[src/rtl/pc_fetch_pkg.sv]
// Shared encodings, vectors and helpers for the fetch stage.
package pc_fetch_pkg;

  localparam int unsigned XLEN   = 32;
  localparam int unsigned JIDX_W = 26;
  localparam int unsigned SRC_W  = 3;

  typedef enum logic [SRC_W-1:0] {
    PCSRC_SEQ    = 3'd0,
    PCSRC_BRANCH = 3'd1,
    PCSRC_JUMP   = 3'd2,
    PCSRC_JR     = 3'd3,
    PCSRC_IRQ    = 3'd4,
    PCSRC_EXC    = 3'd5
  } pc_src_e;

  localparam logic [XLEN-1:0] RESET_VEC = 32'h8000_0000;
  localparam logic [XLEN-1:0] IRQ_VEC   = 32'h8000_0004;
  localparam logic [XLEN-1:0] EXC_VEC   = 32'h8000_0008;

  typedef enum logic {
    ST_FETCH = 1'b0,
    ST_EXEC  = 1'b1
  } fetch_state_e;

  // Increment that preserves the kernel bit and wraps within the low 31 bits.
  function automatic logic [XLEN-1:0] pc_inc4(input logic [XLEN-1:0] pc);
    return {pc[XLEN-1], pc[XLEN-2:0] + (XLEN-1)'(4)};
  endfunction

endpackage

[src/rtl/pc_next_mux.sv]
// Combinational next-PC selection for the fetch stage.
module pc_next_mux
  import pc_fetch_pkg::*;
(
  input  logic              pc_kernel,
  input  logic [XLEN-1:0]   pc_plus4,
  input  logic [SRC_W-1:0]  pc_src,
  input  logic              branch_taken,
  input  logic [XLEN-1:0]   branch_imm,
  input  logic [JIDX_W-1:0] jump_index,
  input  logic [XLEN-1:0]   jr_target,
  output logic [XLEN-1:0]   next_pc_c
);

  logic [XLEN-1:0] w_branch_sum;

  assign w_branch_sum = pc_plus4 + (branch_imm << 2);

  always_comb begin
    next_pc_c = EXC_VEC;
    case (pc_src)
      PCSRC_SEQ:    next_pc_c = pc_plus4;
      PCSRC_BRANCH: next_pc_c = branch_taken ? {pc_kernel, w_branch_sum[XLEN-2:0]} : pc_plus4;
      PCSRC_JUMP:   next_pc_c = {pc_plus4[XLEN-1:XLEN-4], jump_index, 2'b00};
      PCSRC_JR:     next_pc_c = jr_target;
      PCSRC_IRQ:    next_pc_c = IRQ_VEC;
      default:      next_pc_c = EXC_VEC;
    endcase
  end

endmodule

[src/rtl/pc_fetch.sv]
// Two-state fetch/execute sequencer holding the PC, instruction and interrupt pending flag.
module pc_fetch
  import pc_fetch_pkg::*;
(
  input  logic              clk,
  input  logic              reset,
  input  logic [SRC_W-1:0]  pc_src,
  input  logic              branch_taken,
  input  logic [XLEN-1:0]   branch_imm,
  input  logic [JIDX_W-1:0] jump_index,
  input  logic [XLEN-1:0]   jr_target,
  input  logic              stall,
  input  logic              irq_in,
  output logic              imem_req,
  output logic [XLEN-1:0]   imem_addr,
  input  logic              imem_ack,
  input  logic [XLEN-1:0]   imem_rdata,
  output logic [XLEN-1:0]   instr,
  output logic              instr_valid,
  output logic [XLEN-1:0]   pc,
  output logic [XLEN-1:0]   pc_plus4,
  output logic              irq_out
);

  fetch_state_e    r_state;
  logic [XLEN-1:0] r_pc;
  logic [XLEN-1:0] r_pc_plus4;
  logic [XLEN-1:0] r_instr;
  logic            r_pending;
  logic            r_imem_req;
  logic            r_instr_valid;
  logic            r_irq_out;

  fetch_state_e    w_next_state;
  logic [XLEN-1:0] w_mux_pc;
  logic [XLEN-1:0] w_pc;
  logic [XLEN-1:0] w_instr;
  logic            w_pending;
  logic            w_imem_req;
  logic            w_instr_valid;
  logic            w_irq_out;

  pc_next_mux u_pc_next_mux (
    .pc_kernel    (r_pc[XLEN-1]),
    .pc_plus4     (r_pc_plus4),
    .pc_src       (pc_src),
    .branch_taken (branch_taken),
    .branch_imm   (branch_imm),
    .jump_index   (jump_index),
    .jr_target    (jr_target),
    .next_pc_c    (w_mux_pc)
  );

  // Outputs are computed from next-state values so they stay registered yet cycle-exact.
  always_comb begin
    w_next_state = r_state;
    w_pc         = r_pc;
    w_instr      = r_instr;
    w_pending    = r_pending | irq_in;
    case (r_state)
      ST_FETCH: begin
        if (imem_ack && r_imem_req) begin
          w_instr      = imem_rdata;
          w_next_state = ST_EXEC;
        end
      end
      ST_EXEC: begin
        if (!stall) begin
          w_pc         = w_mux_pc;
          w_next_state = ST_FETCH;
          if (pc_src == SRC_W'(PCSRC_IRQ)) begin
            w_pending = irq_in;
          end
        end
      end
      default: w_next_state = ST_FETCH;
    endcase
    w_imem_req    = (w_next_state == ST_FETCH);
    w_instr_valid = (w_next_state == ST_EXEC);
    w_irq_out     = w_pending & ~w_pc[XLEN-1] & (w_next_state == ST_EXEC);
  end

  always_ff @(posedge clk or negedge reset) begin
    if (!reset) begin
      r_state       <= ST_FETCH;
      r_pc          <= RESET_VEC;
      r_pc_plus4    <= pc_inc4(RESET_VEC);
      r_instr       <= '0;
      r_pending     <= 1'b0;
      r_imem_req    <= 1'b0;
      r_instr_valid <= 1'b0;
      r_irq_out     <= 1'b0;
    end else begin
      r_state       <= w_next_state;
      r_pc          <= w_pc;
      r_pc_plus4    <= pc_inc4(w_pc);
      r_instr       <= w_instr;
      r_pending     <= w_pending;
      r_imem_req    <= w_imem_req;
      r_instr_valid <= w_instr_valid;
      r_irq_out     <= w_irq_out;
    end
  end

  assign imem_req    = r_imem_req;
  assign imem_addr   = r_pc;
  assign instr       = r_instr;
  assign instr_valid = r_instr_valid;
  assign pc          = r_pc;
  assign pc_plus4    = r_pc_plus4;
  assign irq_out     = r_irq_out;

endmodule

[config.mk]
export PLATFORM = sky130hd
export DESIGN_NAME = pc_fetch
export DESIGN_NICKNAME = d
export VERILOG_FILES = /design/src/rtl/pc_fetch_pkg.sv /design/src/rtl/pc_next_mux.sv /design/src/rtl/pc_fetch.sv
export SDC_FILE = /design/constraint.sdc
export NUM_CORES = 1
export LEC_CHECK = 0
export ABC_CLOCK_PERIOD_IN_PS = 4800
export BUFFER_PORTS_ARGS = -buffer_cell sky130_fd_sc_hd__buf_2
export CORE_MARGIN = 5
export CORE_UTILIZATION = 40
export DETAILED_ROUTE_END_ITERATION = 10
export GPL_ROUTABILITY_DRIVEN = 0
export GPL_TIMING_DRIVEN = 1
export PLACE_DENSITY_LB_ADDON = 0.05
export SLEW_MARGIN = 20
export SYNTH_ARGS = -nofsm -noshare
export SYNTH_HDL_FRONTEND = slang
export SYNTH_SLANG_ARGS = --single-unit
[constraint.sdc]
create_clock -name clk -period 4.8 [get_ports clk]
set_input_delay 0 -clock clk [delete_from_list [all_inputs] [get_ports clk]]
set_output_delay 0 -clock clk [all_outputs]
set_load 0.01 [all_outputs]
==> impl_metrics.ini <==
[synthesis]
synth_area_mm2 = 0.00719
yosysTopAreaCellShare = 0.331
yosysWarnings = 0
ys.flop_type = dfrtp_1
synth_edf_count = 0
synth_cell_type_count = 82
synth_fp_nets = 960
async_reset_ff_frac = 1.00
ys_seq_elements = 97
seq_area_frac_synth = 0.338
yosys.area.top_type = dfrtp_1
synthTopCellsByArea = dfrtp_1 (33%), mux2_2 (5.5%), ha_1 (5.0%)
postSynthAreaPerCell_um2 = 8.99
netlist_instances = 799

[clock_network]
ctsResizeCount = 0
cts_root_buf = clkbuf_16
postCtsSetupRepairBufs = 0
clkSlewWorstSetupHoldPaths_ns = 0.08
clockBufferDepth = 2
cts_num_sinks = 97
cts_hold_buf = 39
htreeDepth = 3
clk_latency_ns = 0.36
cts_made_buffers = 9
cts_tree = yes

[timing]
fin_skew_ns = 0.0125
whs_ns = 0.0447
grt_setup_unrepaired = no
tns_ns = 0
slew-limit-headroom = 0.493
post-route-min-period_ns = 4.00
hold_viol = 0
drv_slew = 0
setup_viol = 0
worst_pin_slew_ns = 0.761
max_freq_mhz = 250
post-route-period-util = 0.834

[critical_path]
worstSetupPathType = flop to flop
start_kind = flop
r2r_setup_slack_ns = 0.80
crit_arrival_ns = 4.24
crit_path_max_fanout = 6
cp.required_ns = 5.04
cp-end-kind = flop

[routing]
routedWlPerCell_um = 20.2
dr.pass1.iters = 5
vias = 7127
drt_iter0_drc = 524
drt-total-wl_um = 26000
ant_nets = 0
drcViolationCount = 0
vias_per_cell = 5.55

[die]
initial_core_util = 0.403
die_h_um = 144
dieArea_mm2 = 0.0207
coreArea_mm2 = 0.0178
io_pins = 262
rows = 49
die_w_um = 144

[outcome]
status = finished, final reports clean

[pwr]
seqPwrFrac = 0.302
p_leak_nw = 4.40
intPower_mw = 2.74
p_comb_frac = 0.556
vdd.ir_drop.worst_uv = 279
powerDensity_mw_per_mm2 = 553
clockPowerShare = 0.142
switching_share = 0.457
total_power_mw = 5.04
p_sw_mw = 2.30

[place]
place_area_mm2 = 0.00844
place.port_buffers = 258
dpl.hpwl_um = 19900

[cells_and_area]
area_growth_pct = 26.9
antenna_cells = 0
fin_nets = 1210
final_cell_mix = buf_2 (257), dfrtp_1 (95), nand2_1 (73)
stdcell_area_mm2 = 0.00912
drive_above_1_share = 0.331
final_common_cell = buf_2

[global_route]
grt_pass1_wl_um = 40000
grt_use_total = 0.250
grt_pass1_vias = 7158
antenna_found_initial = 1
grt-ovfl-total = 0
grt_max_degree = 56

[min_path]
min_path_type = input port to flop

[job]
maxCapViolCount = 0
## state kept, by name (all words and copies together), names as in the netlist
name,count
instr,32
pc_plus4,31
imem_addr,30
imem_req,1
instr_valid,1
irq_out,1
r_pending,1
## cells in the mapped netlist, drive strengths merged (20+ instances only)
cell and instances:
buf 55, ha 29, clkbuf 20, dfrtp 95
mux2 35, inv 25, nand2 73, o21ai 53
xnor2 29, mux2i 28, a21oi 51, nor2 54
nand3 22
## area by class of cell
| type | count | area [µm²] |
|---|---|---|
| fillers | 1731 | 8720 |
| multi-input cells | 600 | 4200 |
| repair buffers | 314 | 1810 |
| clock inverters | 7 | 63.8 |
| inverters | 27 | 101 |
| flip-flops and latches | 97 | 2430 |
| clock buffers | 9 | 225 |
| well taps | 229 | 287 |
## cell families after synthesis
family	Yosys count	synth area share
AO/OA/AOI/OAI	228	0.215
XOR/XNOR	33	0.0402
adder cells (fa/ha/maj)	30	0.0533
buffers and inverters	102	0.0775
flip-flops	97	0.338
multiplexers	63	0.0939
AND/OR/NAND/NOR	246	0.182
## power by group through the flow
stage | Sequential, mW | Clock (mW) | Combinational [mW]
2_1_floorplan | 1.62 | 0 | 1.77
6_report | 1.52 | 0.719 | 2.80
3_3_place_gp | 1.52 | 0 | 2.77
5_1_grt | 1.58 | 0.763 | 3.09
3_5_place_dp | 1.53 | 0 | 2.76
4_1_cts | 1.52 | 0.736 | 2.80
## metal layers
| metal | vias up | share of wire | global-route usage |
|---|---|---|---|
| met5 | - | 0.00050 | 0 |
| met4 | 2 | 0.014 | 0.0610 |
| met3 | 28 | 0.080 | 0.0569 |
| met2 | 269 | 0.46 | 0.405 |
| met1 | 3400 | 0.44 | 0.342 |
| li1 | 3428 | - | - |
## worst max-delay path, cell delays in order (launching register included)
cell	delay (ns)
dfstp_2	0.55
ha_1	0.18
inv_1	0.06
fa_1	0.42
nand2b_1	0.24
a21o_1	0.23
a21oi_1	0.43
nor4_1	0.16
o31ai_4	0.35
nand3_2	0.13
or3b_4	0.46
nor3_4	0.32
nand4_1	0.16
xnor2_1	0.17
## worst paths after layout
check	startpoint	to	depth (start not counted)
setup / recovery	pc_plus4[2]	pc_plus4[29]	13
hold / removal	jr_target[30]	imem_addr[30]	5
setup reg to reg	pc_plus4[2]	pc_plus4[29]	13
hold reg to reg	instr[1]	instr[1]	1
max in group asynchronous	reset	pc_plus4[29]	3
min in group asynchronous	reset	instr[15]	2
## metrics by stage
stage               setup slack (ns)  instances   util
floorplan                       1.32        799      -
global placement               0.894       1228  0.473
detailed placement             0.850       1228  0.473
CTS                            0.819       1283  0.511
global route                   0.544       1283  0.511
finish                         0.798       1283  0.511
(Power assumes the default switching activity.)
